### src/rtl/cache_line_fill_buffer_pkg.sv
// Shared definitions for the cache line fill buffer: FSM state encoding and
// helpers that derive line geometry from the cache parameters.
package cache_line_fill_buffer_pkg;

  // Fill sequencing states
  typedef enum logic [1:0] {
    FILL_IDLE   = 2'd0,
    FILL_ARMED  = 2'd1,
    FILL_FILL   = 2'd2,
    FILL_COMMIT = 2'd3
  } fill_state_t;

  // Number of backend beats in one line
  function automatic int calc_nb(input int l2m);
    return 1 << l2m;
  endfunction

  // Width of a whole line in bits
  function automatic int calc_line_w(input int l2m, input int bd);
    return calc_nb(l2m) * bd;
  endfunction

  // Byte-offset bits covered by one backend beat
  function automatic int calc_bb(input int bd);
    return $clog2(bd / 8);
  endfunction

endpackage

### src/rtl/cache_line_fill_buffer_fill_word_select.sv
// Picks the requested frontend word out of an assembled line: the upper
// offset bits choose the beat, the lower offset bits choose the word inside it.
module fill_word_select #(
  parameter int BD    = 32,
  parameter int FD    = 32,
  parameter int L2M   = 3,
  parameter int OFF_W = 3
) (
  input  logic [(BD << L2M)-1:0] line,
  input  logic [OFF_W-1:0]       word_off,
  output logic [FD-1:0]          word
);

  localparam int SLICE_W = OFF_W - L2M;

  logic [BD-1:0] beat;

  generate
    if (L2M > 0) begin : g_beat_mux
      logic [L2M-1:0] beat_idx;
      assign beat_idx = word_off[OFF_W-1 -: L2M];
      assign beat     = line[beat_idx*BD +: BD];
    end else begin : g_one_beat
      assign beat = line[BD-1:0];
    end

    if (SLICE_W > 0) begin : g_slice_mux
      logic [SLICE_W-1:0] slice_idx;
      assign slice_idx = word_off[SLICE_W-1:0];
      assign word      = beat[slice_idx*FD +: FD];
    end else begin : g_whole_beat
      assign word = beat[FD-1:0];
    end
  endgenerate

endmodule

### src/rtl/cache_line_fill_buffer.sv
// Line fill buffer: collects backend beats for a missed line, then writes the
// full line to data memory and forwards the critical word in one commit cycle.
// An incomplete burst is reported with a one-cycle fill_error instead.
module cache_line_fill_buffer
  import cache_line_fill_buffer_pkg::*;
#(
  parameter int CACHE_FRONTEND_ADDR_W = 32,
  parameter int CACHE_FRONTEND_DATA_W = 32,
  parameter int CACHE_BACKEND_DATA_W  = CACHE_FRONTEND_DATA_W,
  parameter int CACHE_WORD_OFF_W      = 3,
  parameter int CACHE_LINE2MEM_W      = CACHE_WORD_OFF_W
                                        - $clog2(CACHE_BACKEND_DATA_W / CACHE_FRONTEND_DATA_W),
  localparam int NB     = calc_nb(CACHE_LINE2MEM_W),
  localparam int LINE_W = calc_line_w(CACHE_LINE2MEM_W, CACHE_BACKEND_DATA_W),
  localparam int BB     = calc_bb(CACHE_BACKEND_DATA_W),
  localparam int IDX_W  = CACHE_FRONTEND_ADDR_W - BB - CACHE_LINE2MEM_W,
  localparam int RA_W   = (CACHE_LINE2MEM_W > 0) ? CACHE_LINE2MEM_W : 1
) (
  input  logic                             ap_clk,
  input  logic                             ap_rst_n,
  input  logic                             replace_valid,
  input  logic [IDX_W-1:0]                 replace_addr,
  input  logic [CACHE_WORD_OFF_W-1:0]      req_word_off,
  input  logic                             replace,
  input  logic                             read_valid,
  input  logic [RA_W-1:0]                  read_addr,
  input  logic [CACHE_BACKEND_DATA_W-1:0]  read_rdata,
  output logic                             fill_busy,
  output logic [IDX_W-1:0]                 fill_index,
  output logic                             line_we,
  output logic [LINE_W-1:0]                line_wdata,
  output logic                             fwd_valid,
  output logic [CACHE_FRONTEND_DATA_W-1:0] fwd_rdata,
  output logic                             fill_done,
  output logic                             fill_error
);

  localparam int BD = CACHE_BACKEND_DATA_W;

  fill_state_t                 state;
  logic [CACHE_WORD_OFF_W-1:0] word_off;
  logic [NB-1:0]               mask;
  logic [LINE_W-1:0]           line;
  logic [RA_W-1:0]             beat_sel;
  logic [NB-1:0]               beat_bit;
  logic [NB-1:0]               mask_upd;
  logic                        accept;
  logic                        mask_full;

  // With a single-beat line every beat lands in slot 0 and read_addr is moot
  generate
    if (CACHE_LINE2MEM_W > 0) begin : g_multi_beat
      assign beat_sel = read_addr;
    end else begin : g_single_beat
      logic unused_read_addr;
      assign unused_read_addr = ^read_addr;
      assign beat_sel         = '0;
    end
  endgenerate

  // A new miss starts from an empty mask; a beat arriving on the same edge
  // still counts so the mask always reflects what the line register holds.
  assign accept    = (state == FILL_IDLE) && replace_valid;
  assign beat_bit  = read_valid ? (NB'(1) << beat_sel) : '0;
  assign mask_upd  = (accept ? '0 : mask) | beat_bit;
  assign mask_full = &mask_upd;

  // Beat capture: any state, repeated indices simply overwrite
  always_ff @(posedge ap_clk or negedge ap_rst_n) begin
    if (!ap_rst_n) begin
      mask <= '0;
      line <= '0;
    end else begin
      mask <= mask_upd;
      if (read_valid) begin
        line[beat_sel*BD +: BD] <= read_rdata;
      end
    end
  end

  // Fill sequencing with registered one-cycle strobes
  always_ff @(posedge ap_clk or negedge ap_rst_n) begin
    if (!ap_rst_n) begin
      state      <= FILL_IDLE;
      fill_index <= '0;
      word_off   <= '0;
      line_we    <= 1'b0;
      fill_done  <= 1'b0;
      fwd_valid  <= 1'b0;
      fill_error <= 1'b0;
    end else begin
      line_we    <= 1'b0;
      fill_done  <= 1'b0;
      fwd_valid  <= 1'b0;
      fill_error <= 1'b0;
      case (state)
        FILL_IDLE: begin
          if (replace_valid) begin
            state      <= FILL_ARMED;
            fill_index <= replace_addr;
            word_off   <= req_word_off;
          end
        end
        FILL_ARMED: begin
          if (replace) begin
            state <= FILL_FILL;
          end
        end
        FILL_FILL: begin
          if (!replace) begin
            if (mask_full) begin
              state     <= FILL_COMMIT;
              line_we   <= 1'b1;
              fill_done <= 1'b1;
              fwd_valid <= 1'b1;
            end else begin
              state      <= FILL_IDLE;
              fill_error <= 1'b1;
            end
          end
        end
        FILL_COMMIT: begin
          state <= FILL_IDLE;
        end
        default: begin
          state <= FILL_IDLE;
        end
      endcase
    end
  end

  assign fill_busy  = (state != FILL_IDLE);
  assign line_wdata = line;

  fill_word_select #(
    .BD    (BD),
    .FD    (CACHE_FRONTEND_DATA_W),
    .L2M   (CACHE_LINE2MEM_W),
    .OFF_W (CACHE_WORD_OFF_W)
  ) u_fill_word_select (
    .line     (line),
    .word_off (word_off),
    .word     (fwd_rdata)
  );

endmodule

### config.mk
export PLATFORM = sky130hd
export DESIGN_NAME = cache_line_fill_buffer
export DESIGN_NICKNAME = d
export VERILOG_FILES = /design/src/rtl/cache_line_fill_buffer_pkg.sv /design/src/rtl/cache_line_fill_buffer_fill_word_select.sv /design/src/rtl/cache_line_fill_buffer.sv
export SDC_FILE = /design/constraint.sdc
export NUM_CORES = 1
export LEC_CHECK = 0
export CAP_MARGIN = 15
export CORE_MARGIN = 1
export CORE_UTILIZATION = 35
export DETAILED_ROUTE_END_ITERATION = 12
export GPL_ROUTABILITY_DRIVEN = 1
export PLACE_DENSITY_LB_ADDON = 0.08
export SLEW_MARGIN = 10
export SYNTH_ARGS = -nofsm -noshare
export SYNTH_HDL_FRONTEND = slang
export SYNTH_SLANG_ARGS = --single-unit
### constraint.sdc
create_clock -name ap_clk -period 2.7 [get_ports ap_clk]
set_clock_uncertainty 0.2 [all_clocks]
set_input_delay 0.54 -clock ap_clk [delete_from_list [all_inputs] [get_ports ap_clk]]
set_output_delay 0.54 -clock ap_clk [all_outputs]
set_load 0.01 [all_outputs]
* Word-level counts from Yosys, hierarchy flattened *
Index checks and enable logic that the tools add are counted.
Widths: inputs -> output; s select.

storage, ports and cells
  word-level logic and storage cells = 39
  register bits = 298

cells by class
  equal/unequal tests = 6
  bitwise gates (word level) = 1
  reduce and logical (&&, ||, !) cells = 6
  mux-type cells = 14
  $add $sub $neg = 1
  shift-type cells = 4

operator list
  kind                       count
  $bwmux 256                 1
  $shift 32x34->256 const A  1
  $shiftx 256x9->32          1
  $shiftx 32x34->256         1
  $neg 8->34                 1
  $mux 8                     2
  $mux 2                     4
  $or 8x8->8                 1
  $pmux 2 s4                 1
  $reduce_and 8->1           1
  $shl 1x3->8 const A        1
  $mux 1                     6
  $ne 2x2->1 const B         3
  $eq 2x2->1 const B         2
  $reduce_and 3->1           1
  $eq 2x1->1 const B         1
  $logic_not 2->1            1
  $reduce_and 2->1           1
  $reduce_bool 2->1          1
  $logic_and 1x1->1          1

* Logic depth before layout (Yosys ltp) *
  depth in word-level cells = 8
  mapped depth = 11
  gate-level depth less buffers = 7

* Hierarchy *
Synthesis repeated with hierarchy kept, for this count alone.

unflattened totals
  cell total of the unflattened synthesis = 1,026
  area, all modules = 13,516.7 um2

by module, submodules not included
  module                  area an instance (um2)  times used  seq. area each (um2)  cells each
  cache_line_fill_buffer  11,443.5                1           7,457.2               912
  fill_word_select        2,073.2                 1           0.0                   114

* Least setup slack after synthesis *
Ideal clock, no wire load.

  path kind = in2reg
  start point = input port read_addr[0]
  end point = register line[130], in the netlist line_wdata[130]
  data required time = 2.375 ns
  buffers on the path = 4
  data arrival time = 2.374 ns
  library setup time = 0.125 ns
  cell stages on the path = 10
  slack = 0.001 ns
  path through = buf_4 > inv_1 > ha_1 > ha_1 > buf_2 > nand2b_1 > buf_2 > nor3_2 > buf_4 > mux2_2

on the way
  longest elaborated chain between the ends = 3

ends and longest elaborated chain
  what                                                     RTL line                      source
  start, declared                                          cache_line_fill_buffer.sv:26  input logic [RA_W-1:0] read_addr,
  $neg 8->34 *                                             cache_line_fill_buffer.sv:76  line[beat_sel*BD +: BD] <= read_rdata;
  $shiftx 32x34->256 or $shift 32x34->256 (tied branches)  cache_line_fill_buffer.sv:76
  $bwmux 256 *                                             cache_line_fill_buffer.sv:76
  end signal, assigned by index                            cache_line_fill_buffer.sv:76
  end, declared                                            cache_line_fill_buffer.sv:43  logic [LINE_W-1:0] line;

Mark *: on every way between the ends. The rest lies on a longest branch, timed or not.
A chain may end at the register's enable or synchronous reset.

* Final worst setup path *
  start point = register word_off[0]
  end point = output port fwd_rdata[26]

on the way
  longest elaborated chain between the ends = 1

ends and longest elaborated chain
  what                    RTL line                                       source
  start, declared         cache_line_fill_buffer.sv:41                   logic [CACHE_WORD_OFF_W-1:0] word_off;
  start signal, assigned  cache_line_fill_buffer.sv:101                  word_off <= req_word_off;
  $shiftx 256x9->32       cache_line_fill_buffer_fill_word_select.sv:22  assign beat = line[beat_idx*BD +: BD];
  end, declared           cache_line_fill_buffer.sv:33                   output logic [CACHE_FRONTEND_DATA_W-1:0] fwd_rdata,

Every way passes these cells.

==> impl_metrics.toml <==
[detailed_routing]
wl_microns = 47230
drt_iter0_drc = 505
drtPass1Iterations = 4
wire_per_inst_microns = 21.99
drcViolationCount = 0
antenna_left = 0
via_per_inst = 4.995
vias = 10729

[yosys]
synth_cell_types = 37
syn_area_per_cell_sq_um = 11.73
synth_cells = 1144
yosysWarnings = 0
synthesis.area_sq_um = 13420
synthTopCellsByArea = "dfrtp_1 56%, mux2_2 13%, nand2_1 11%"
synth_top_area_cell = "dfrtp_1"
ys_seq_elements = 298
seq_area_frac_synth = 0.5557
syn-num-nets = 1220
yosysTopAreaCellShare = 0.5557

[floorplan]
core_area_sq_um = 37670
die_x_microns = 197.8
ioPinCount = 390
die_area_sq_um = 39130
start_util = 0.3563
fp.dieH_microns = 197.8
row_count = 71

[pwr]
seqPwrFrac = 0.322
pwr-share-clk = 0.236
p_leak_uw = 0.009006
ir_worst_vdd_mv = 0.5295
power_density_nw_per_um2 = 1012
switching_share = 0.3147
p_sw_uw = 6504
power_uw = 20670
pwr-share-comb = 0.441
internal_power_uw = 14160

[sta]
fin_crit_sh = 1.124
fmax_ghz = 0.3295
final_hold_viol_count = 0
relSlewSlack = 0.6265
tightestPinTransition_ps = 560.2
finalCriticalPeriod_ps = 3035
drv_slew = 0
setup_viol_count_final = 32
fin_tns_setup_ps = -8476
rsz0062_at_grt = "true"
fin_ws_ps = -335.2

[setup_path]
r2r-start = "state[0]"
max_stage_delay_ps = 520
crit_arrival_ps = 2300
cp_cell_sequence = "buf_12 > buf_16 > buf_8 > mux4_2 > mux2_4 > buf_6"
worst-endpoint-required_ps = 1960
worstReg2RegEnd = "state[1]"
start_kind = "flip-flop"
cp_max_fo = 6
r2r_slack_ps = 820
crit_path_end = "fwd_rdata[26]"
critPathSlowestCell = "dfrtp_4"
critPathLaunch = "word_off[0]"
ff2ff_path_depth = 5
worstSetupPathType = "flip-flop to output pin"
end_kind = "output pin"

[cells_and_area]
layout.nets = 1689
fillers = 3296
antennaDiodeCount = 0
final_util = 0.5421
drive_above_1_share = 0.2731
syn2layout_area_growth_pct = 52.16

[cts]
tritoncts = "done"
cts_buffer_depth = 3
htree_levels = 2
clk_pin_slew_ps = 60
cts_buffers = 34
clock-sinks = 298
clock_latency_ps = 510
cts-root-buf = "clkbuf_16"

[global_routing]
antenna_found_initial = 1
track_usage = 0.2440
grt-ovfl-total = 0
grt_pass1_vias = 11049
grt_pass1_wl_microns = 71460
grt_start_max_net_pins = 61

[placement]
port_buffers = 389
routabilityCongestion = 0.7991
dp_hpwl_microns = 32030

[run]
maxCapViolCount = 0

[run_status]
status = "finished, violations left"
violations = "negative setup slack"

[worst_hold_path]
hp-class = "flip-flop to flip-flop"
layout make-up:
cell class	instances	area [sq um]	share of cell area
clock buffer	48	1057	0.05178
clock inverter	12	142.6	0.006986
inverter	3	11.26	0.0005515
multi-input combinational	764	5724	0.2803
sequential	298	7466	0.3656
tap	511	639.4	0.03131
timing repair buffer	512	5378	0.2634
worst max-delay path: cells and delay by family, from the launching register on:
family | cells | cell delay, ps
DFF | 1 | 520
muxes | 2 | 710
buffers and inverters | 4 | 570
kinds of logic after synthesis:
kind of cell | after synthesis | synth area share
simple gates | 444 | 0.1342
mux | 218 | 0.2366
compound gates | 96 | 0.04019
flops | 298 | 0.5557
fa+ha+maj | 6 | 0.005594
buf+inv | 82 | 0.02769
registers in the layout, indices dropped and copies added (netlist names):
| name | count |
|---|---|
| mask | 8 |
| fill_index | 27 |
| fill_done | 1 |
| line_wdata | 256 |
| word_off | 3 |
| state | 2 |
| fill_error | 1 |
power groups by stage:
stage | Combinational, uW | Sequential, uW | Clock, uW
6_report | 9120 | 6670 | 4890
5_1_grt | 9730 | 6840 | 5160
4_1_cts | 9270 | 6670 | 5000
3_5_place_dp | 8390 | 6740 | 0
3_3_place_gp | 8330 | 6710 | 0
2_1_floorplan | 3390 | 6980 | 0
cells in the mapped netlist, drive strengths merged:
| master | count |
|---|---|
| a22o | 5 |
| a21o | 1 |
| and2 | 1 |
| and3 | 1 |
| nor3b | 1 |
| o31ai | 7 |
| a21oi | 2 |
| nand2b | 4 |
| nand2 | 389 |
| a211oi | 1 |
| o22ai | 2 |
| or3b | 1 |
| nand3 | 20 |
| nand4 | 5 |
| mux2 | 154 |
| a32o | 3 |
| inv | 3 |
| nor2 | 6 |
| o21ai | 75 |
| mux4 | 64 |
| buf | 35 |
| nor2b | 6 |
| clkbuf | 44 |
| or2b | 1 |
| or3 | 1 |
| or2 | 2 |
| nor3 | 4 |
| ha | 6 |
| dfrtp | 298 |
| nor4 | 2 |
routing by layer:
metal / GRT usage / up-vias / wire length (microns)
met1: 0.3353 / 5483 / 21030
met2: 0.3962 / 313 / 22320
met4: 0.04278 / 0 / 597
met3: 0.05808 / 45 / 3293
li1: - / 4888 / -
met5: 0 / - / 0
metrics by stage:
step	cells	cell area, sq um	setup slack, ps	hold WS (ps)
floorplan	1144	13420	1.010	44.41
global placement	2063	18740	-371.0	259.1
detailed placement	2063	18740	-408.4	261.5
CTS	2148	20410	-372.9	276.1
global route	2148	20420	-397.3	302.6
finish	2148	20420	-335.2	271.7
layout by cell type, fill, tap and decap left out, types with 2 or more instances in the layout:
| cell | n |
|---|---|
| clkbuf_16 | 38 |
| mux2_4 | 19 |
| nor2_1 | 5 |
| clkinv_4 | 2 |
| nor2b_1 | 5 |
| dfrtp_1 | 295 |
| o22ai_1 | 2 |
| a21oi_1 | 2 |
| or2_2 | 2 |
| clkdlybuf4s50_1 | 356 |
| mux2_1 | 4 |
| o21ai_1 | 6 |
| a22o_1 | 5 |
| clkbuf_8 | 9 |
| nand2_1 | 388 |
| nand4_1 | 4 |
| bufinv_16 | 3 |
| mux4_2 | 64 |
| nand2b_1 | 4 |
| nand3_1 | 18 |
| a32o_1 | 3 |
| inv_1 | 3 |
| clkbuf_1 | 2 |
| buf_8 | 3 |
| buf_6 | 31 |
| buf_16 | 5 |
| nor3_1 | 2 |
| dfrtp_4 | 2 |
| ha_1 | 5 |
| clkinv_2 | 7 |
| o31ai_1 | 7 |
| mux2_2 | 131 |
| buf_12 | 31 |
| nor3_4 | 2 |
| clkdlybuf4s15_2 | 3 |
| buf_2 | 6 |
| o21ai_0 | 69 |
| buf_4 | 75 |
worst min path at each step:
stage	endpoint	startpoint	depth (start not counted)
after floorplan	fill_done	ap_rst_n	0
after global placement	fill_index[8]	fill_index[8]	2
after detailed placement	fill_index[14]	fill_index[14]	2
after CTS	fill_index[14]	fill_index[14]	2
after global routing	fill_index[14]	fill_index[14]	2
final	fill_index[12]	fill_index[12]	2
what timing repair did:
item / 4_1_cts / 5_1_grt
setup buffers: 19 / 2
hold buffers: 1 / 0
gates resized for setup: 178 / 12
hold endpoints to repair: 50 / 0
pin swaps: 0 / 1
setup endpoints to repair: 32 / 33
cloned: 6 / 1
(Power assumes the default switching activity.)
